$ cat src/rtl/bft_leaf_interface.sv
// bft_leaf_interface: bridges one processing element (PE) to a leaf of a
// butterfly fat tree. PE words are queued in a send FIFO and driven into the
// tree through a registered output stage that holds a packet while the tree
// asks for a resend. Packets from the tree are captured into a receive FIFO
// that the PE drains with a valid/ready handshake.
//
// Optional feature: define BFT_LEAF_STATS_EN to add the stat_sent,
// stat_resent and stat_dropped 16-bit saturating counters.
module bft_leaf_interface #(
    parameter int payload_sz = 43,
    parameter int p_sz       = 49,
    parameter int addr_sz    = 5,
    parameter int fifo_depth = 4
) (
    input  logic                  clk,
    input  logic                  reset,
    input  logic [payload_sz-1:0] pe_din,
    input  logic [addr_sz-1:0]    pe_dest,
    input  logic                  pe_din_valid,
    output logic                  pe_din_ready,
    output logic [p_sz-1:0]       to_tree,
    input  logic                  resend,
    input  logic [p_sz-1:0]       from_tree,
    output logic [payload_sz-1:0] pe_dout,
    output logic                  pe_dout_valid,
    input  logic                  pe_dout_ready
`ifdef BFT_LEAF_STATS_EN
    ,
    output logic [15:0]           stat_sent,
    output logic [15:0]           stat_resent,
    output logic [15:0]           stat_dropped
`endif
);

    // Pointers carry one extra wrap bit so a full FIFO and an empty FIFO
    // can be told apart without sacrificing an entry.
    localparam int ptr_w = $clog2(fifo_depth);
    typedef logic [ptr_w:0] ptr_t;

    typedef enum logic {
        IDLE,
        PEND
    } out_state_t;

    // ------------------------------------------------------------------
    // Send path: PE -> send FIFO -> output register -> tree
    // ------------------------------------------------------------------
    logic [p_sz-2:0] send_mem [fifo_depth];
    ptr_t            send_wr;
    ptr_t            send_rd;
    logic            send_empty;
    logic            send_full;
    logic            send_push;
    logic            send_pop;
    logic            ready_en;
    out_state_t      out_state;

    assign send_empty = (send_wr == send_rd);
    assign send_full  = (send_wr[ptr_w] != send_rd[ptr_w]) &&
                        (send_wr[ptr_w-1:0] == send_rd[ptr_w-1:0]);

    // ready_en keeps pe_din_ready low through reset and lets it rise on the
    // first cycle after release; both terms are registered state only.
    assign pe_din_ready = ready_en && !send_full;
    assign send_push    = pe_din_valid && pe_din_ready;

    // A word leaves the FIFO whenever the output register is free: it is idle,
    // or the packet it holds is being accepted this cycle (resend low).
    assign send_pop = !send_empty && ((out_state == IDLE) || !resend);

    // Send FIFO storage: written on every accepted PE word.
    // NOTE: storage is deliberately not reset; the pointers alone define which
    // entries are live, so clearing the array would only cost reset fan-out.
    always_ff @(posedge clk) begin
        if (send_push) begin
            send_mem[send_wr[ptr_w-1:0]] <= {pe_dest, pe_din};
        end
    end

    // Send FIFO pointers and the post-reset ready enable.
    always_ff @(posedge clk) begin
        if (!reset) begin
            send_wr  <= '0;
            send_rd  <= '0;
            ready_en <= 1'b0;
        end else begin
            ready_en <= 1'b1;
            if (send_push) send_wr <= send_wr + ptr_t'(1);
            if (send_pop)  send_rd <= send_rd + ptr_t'(1);
        end
    end

    // Output stage: load the FIFO head, hold it on resend, or fall idle.
    always_ff @(posedge clk) begin
        if (!reset) begin
            out_state <= IDLE;
            to_tree   <= '0;
        end else begin
            if ((out_state == PEND) && resend) begin
                out_state <= PEND;
                to_tree   <= to_tree;
            end else if (send_pop) begin
                out_state <= PEND;
                to_tree   <= {1'b1, send_mem[send_rd[ptr_w-1:0]]};
            end else begin
                out_state <= IDLE;
                to_tree   <= '0;
            end
        end
    end

    // ------------------------------------------------------------------
    // Receive path: tree -> receive FIFO -> PE
    // ------------------------------------------------------------------
    logic [payload_sz-1:0] rx_mem [fifo_depth];
    ptr_t                  rx_wr;
    ptr_t                  rx_rd;
    logic                  rx_empty;
    logic                  rx_full;
    logic                  rx_push;
    logic                  rx_pop;
    logic                  rx_in_valid;
    logic                  dest_unused;

    // The destination field has already been resolved by the tree; only the
    // payload is kept at the leaf.
    assign dest_unused = ^from_tree[p_sz-2:payload_sz];

    assign rx_in_valid   = from_tree[p_sz-1];
    assign rx_empty      = (rx_wr == rx_rd);
    assign rx_full       = (rx_wr[ptr_w] != rx_rd[ptr_w]) &&
                           (rx_wr[ptr_w-1:0] == rx_rd[ptr_w-1:0]);
    assign rx_pop        = !rx_empty && pe_dout_ready;
    // The tree cannot be stalled: a packet that finds no room is lost, but a
    // pop in the same cycle frees the slot it needs.
    assign rx_push       = rx_in_valid && (!rx_full || rx_pop);
    assign pe_dout_valid = !rx_empty;
    assign pe_dout       = rx_empty ? '0 : rx_mem[rx_rd[ptr_w-1:0]];

    // Receive FIFO storage: captures the payload of each stored tree packet.
    always_ff @(posedge clk) begin
        if (rx_push) begin
            rx_mem[rx_wr[ptr_w-1:0]] <= from_tree[payload_sz-1:0];
        end
    end

    // Receive FIFO pointers.
    always_ff @(posedge clk) begin
        if (!reset) begin
            rx_wr <= '0;
            rx_rd <= '0;
        end else begin
            if (rx_push) rx_wr <= rx_wr + ptr_t'(1);
            if (rx_pop)  rx_rd <= rx_rd + ptr_t'(1);
        end
    end

`ifdef BFT_LEAF_STATS_EN
    // ------------------------------------------------------------------
    // Statistics
    // ------------------------------------------------------------------
    logic sent_evt;
    logic resent_evt;
    logic drop_evt;

    assign sent_evt   = (out_state == PEND) && !resend;
    assign resent_evt = (out_state == PEND) && resend;
    assign drop_evt   = rx_in_valid && !rx_push;

    // Saturating event counters; they stick at all-ones rather than wrap.
    always_ff @(posedge clk) begin
        if (!reset) begin
            stat_sent    <= '0;
            stat_resent  <= '0;
            stat_dropped <= '0;
        end else begin
            if (sent_evt && (stat_sent != 16'hFFFF))
                stat_sent <= stat_sent + 16'd1;
            if (resent_evt && (stat_resent != 16'hFFFF))
                stat_resent <= stat_resent + 16'd1;
            if (drop_evt && (stat_dropped != 16'hFFFF))
                stat_dropped <= stat_dropped + 16'd1;
        end
    end
`endif

endmodule

$ cat config.mk
export PLATFORM = sky130hd
export DESIGN_NAME = bft_leaf_interface
export DESIGN_NICKNAME = d
export VERILOG_FILES = /design/src/rtl/bft_leaf_interface.sv
export SDC_FILE = /design/constraint.sdc
export NUM_CORES = 1
export LEC_CHECK = 0
export BUFFER_PORTS_ARGS = -buffer_cell sky130_fd_sc_hd__buf_4
export CELL_PAD_IN_SITES_DETAIL_PLACEMENT = 1
export CELL_PAD_IN_SITES_GLOBAL_PLACEMENT = 2
export CORE_UTILIZATION = 40
export CTS_CLUSTER_DIAMETER = 120
export DETAILED_ROUTE_END_ITERATION = 7
export GPL_ROUTABILITY_DRIVEN = 0
export PLACE_DENSITY_LB_ADDON = 0.12
export SLEW_MARGIN = 20
export SYNTH_ARGS = -nofsm -noshare
export SYNTH_HDL_FRONTEND = slang
export SYNTH_SLANG_ARGS = --single-unit
$ cat constraint.sdc
create_clock -name clk -period 3.3 [get_ports clk]
set_input_delay 0 -clock clk [delete_from_list [all_inputs] [get_ports clk]]
set_output_delay 0 -clock clk [all_outputs]
set_load 0.005 [all_outputs]
==> impl_metrics.yaml <==
sta:
  fin_worst_skew_ps: 15.3
  period_minus_slack_ps: 2660
  tns_ps: 0
  finalCritPeriodShare: 0.807
  fmax_mhz: 376
  hold_viol: 0
  rsz0062_at_grt: "false"
  finalSetupViolCount: 0
  relSlewSlack: 0.360
  report.final.slew_viol_count: 0
  tightest_slew_ps: 960
logic_synthesis:
  synth_ff_type: "edfxtp_1"
  ys_types: 32
  synth_edf_count: 364
  synth_warnings: 0
  syn_inst: 747
  synth_nets: 859
  synth_top_area_share: 0.688
  synth_area_leaders: "edfxtp_1 69%, mux4_2 13%, dfxtp_1 8.4%, a22o_1 2.6%, nor2b_1 1.7%"
  syn_area_um2: 15900
  synthTopCellsByCount: "364 x edfxtp_1, 91 x mux4_2, 67 x dfxtp_1"
  synth_most_common_cell: "edfxtp_1"
  synth.avg_cell_area_um2: 21.3
  yosysSeqAreaShare: 0.772
  synthArstFlopShare: 0
  ys_ff_latch: 431
  yosysTopAreaCell: "edfxtp_1"
die:
  die_x_um: 201
  num_io_pins: 196
  start_util: 0.408
  rows: 72
  coreArea_um2: 38900
  die_height_um: 201
  dieArea_um2: 40500
layout:
  fin_area_um2: 20400
  post_route_cells_drive_above_1_share: 0.347
  syn_to_final_growth_pct: 28.7
  layout.nets: 1174
  n_fill_cell: 3555
clock_network:
  post_cts_buffers: 0
  path_clk_slew_ps: 60
  cts_buffers: 46
  clock_path_buffers: 3
  cts-root-buf: "clkbuf_16"
  clock-sinks: 431
  cts_tree: "yes"
  insertion_delay_ps: 570
  cts_htree_levels: 2
outcome:
  outcome: "finished, final reports clean"
grt:
  gr-total-overflow: 0
  grt_pass1_wl_mm: 54.5
  grt_start_max_net_pins: 49
  antenna_found_initial: 2
  grt.total_usage: 0.177
  grt_pass1_vias: 9331
critical_path:
  r2r_start: "send_wr[1]$_SDFFE_PN0N_"
  worst_ep_arrival_time_ps: 2660
  cp-end-kind: "output pin"
  worstPathRequired_ps: 3300
  crit_end: "pe_dout[6]"
  worstPathMaxFanout: 26
  reg2reg_slack_ps: 750
  start_kind: "flop"
  path_class: "reg2out"
  ff2ff_path_depth: 4
  rr_endpoint: "send_mem[0][35]$_DFFE_PP_"
  critPathLaunch: "rx_wr[0]$_SDFFE_PN0P_"
routing:
  num_vias: 8182
  vias_per_cell: 5.05
  drtIter0Drc: 353
  drcViolationCount: 0
  postRouteAntennaNets: 0
  wl_per_cell_um: 21.6
  drt_pass1_iterations: 4
  wl_mm: 34.9
pwr:
  peakVddDrop_mv: 0.507
  power_density_nw_per_um2: 699
  leakage_nw: 7.08
placed_design:
  place_area_um2: 18100
  dp_hpwl_mm: 21.6
  portBuffers: 190
run:
  max-cap-violations: 0
hold_path:
  hp-class: "in2reg"
[metal layers]
metal,vias up,GRT usage,share of wire
met5,-,0,0
met4,0,0.0455,0.019
met3,51,0.0475,0.059
met2,206,0.314,0.51
met1,4249,0.212,0.41
li1,3676,-,-
[sequential cells by signal, indices dropped and copies added (netlist names), named ones only]
register   flops
rx_wr          3
rx_rd          3
send_mem     192
out_state      1
to_tree       49
rx_mem       172
send_wr        3
send_rd        3
ready_en       1
[where the power goes]
part / internal (W) / total, W / switching [W]
logic: 0.00155 / 0.00266 / 0.00111
clock network: 0.00279 / 0.00485 / 0.00206
registers: 0.00635 / 0.00679 / 0.000446
[cells in the final DEF, fill, tap and decap left out, types with 3 or more instances in the layout]
cell type      Yosys  routed
edfxtp_1         364     364
buf_4              2     202
dlygate4sd3_1      0      96
mux4_2            91      91
dfxtp_1           67      63
a22o_1            48      48
clkbuf_16          0      47
nor2b_1           43      43
nand2_1           19      19
clkbuf_1          16      12
inv_1             11      11
mux2i_1           11      11
ha_1              10      10
clkinv_2           0      10
clkinv_1           0       8
and2_2             0       7
buf_12             0       6
xnor2_1            4       4
a31oi_1            4       4
o211ai_1           4       4
and2_1            10       3
nand2b_1           3       3
[metrics by stage]
stage          hold slack [ps]  setup slack (ps)   util  cells  total power [W]
2_1_floorplan             27.7               740      -    747          0.00826
3_5_place_dp               204               711  0.464   1436          0.00954
4_1_cts                    139               572  0.525   1617           0.0145
6_report                   174               638  0.525   1619           0.0143
5_1_grt                    156               476  0.525   1619           0.0149
3_3_place_gp               198               840  0.464   1436          0.00946
[area by class of cell]
cell class	count	area (um2)	share of cell area
inverter	11	41.3	0.00202
clock inverter	26	205	0.0100
sequential	431	12300	0.601
multi-input combinational	268	3440	0.168
tap	518	648	0.0317
clock buffer	59	1220	0.0597
timing repair buffer	304	2600	0.127
antenna	2	5.00	0.000245
[logic make-up (layout without fill, tap and decap cells)]
group           after synthesis  count (layout)  share of synthesized area
simple gates                 84              84                     0.0301
flops                       431             431                      0.772
mux                         102             102                      0.136
xor+xnor                      8               8                    0.00535
other cells                   0               2                          0
fa+ha+maj                    10              10                    0.00787
buf+inv                      48             400                     0.0140
compound gates               64              64                     0.0345
[how the worst min path moves through the flow]
stage	startpoint	endpoint	slack, ps	depth (start not counted)
final	pe_din[1]	send_mem[2][1]$_DFFE_PP_	170	2
after global routing	pe_din[23]	send_mem[2][23]$_DFFE_PP_	160	2
after CTS	pe_din[39]	send_mem[0][39]$_DFFE_PP_	140	2
after detailed placement	pe_din[30]	send_mem[3][30]$_DFFE_PP_	200	1
after global placement	pe_dest[2]	send_mem[0][45]$_DFFE_PP_	200	1
after floorplan	reset	ready_en$_DFF_P_	30	0
[critical path, stage by stage (launching register included)]
cell	delay, ps
dfxtp_1	360
xnor2_1	470
and3_2	640
buf_4	380
nor2b_1	110
buf_4	150
[timing repair]
item,4_1_cts,5_1_grt
hold buffers,96,0
gates resized for setup,0,0
hold endpoints to repair,397,0
No activity file was read; power rests on OpenSTA's default activity.
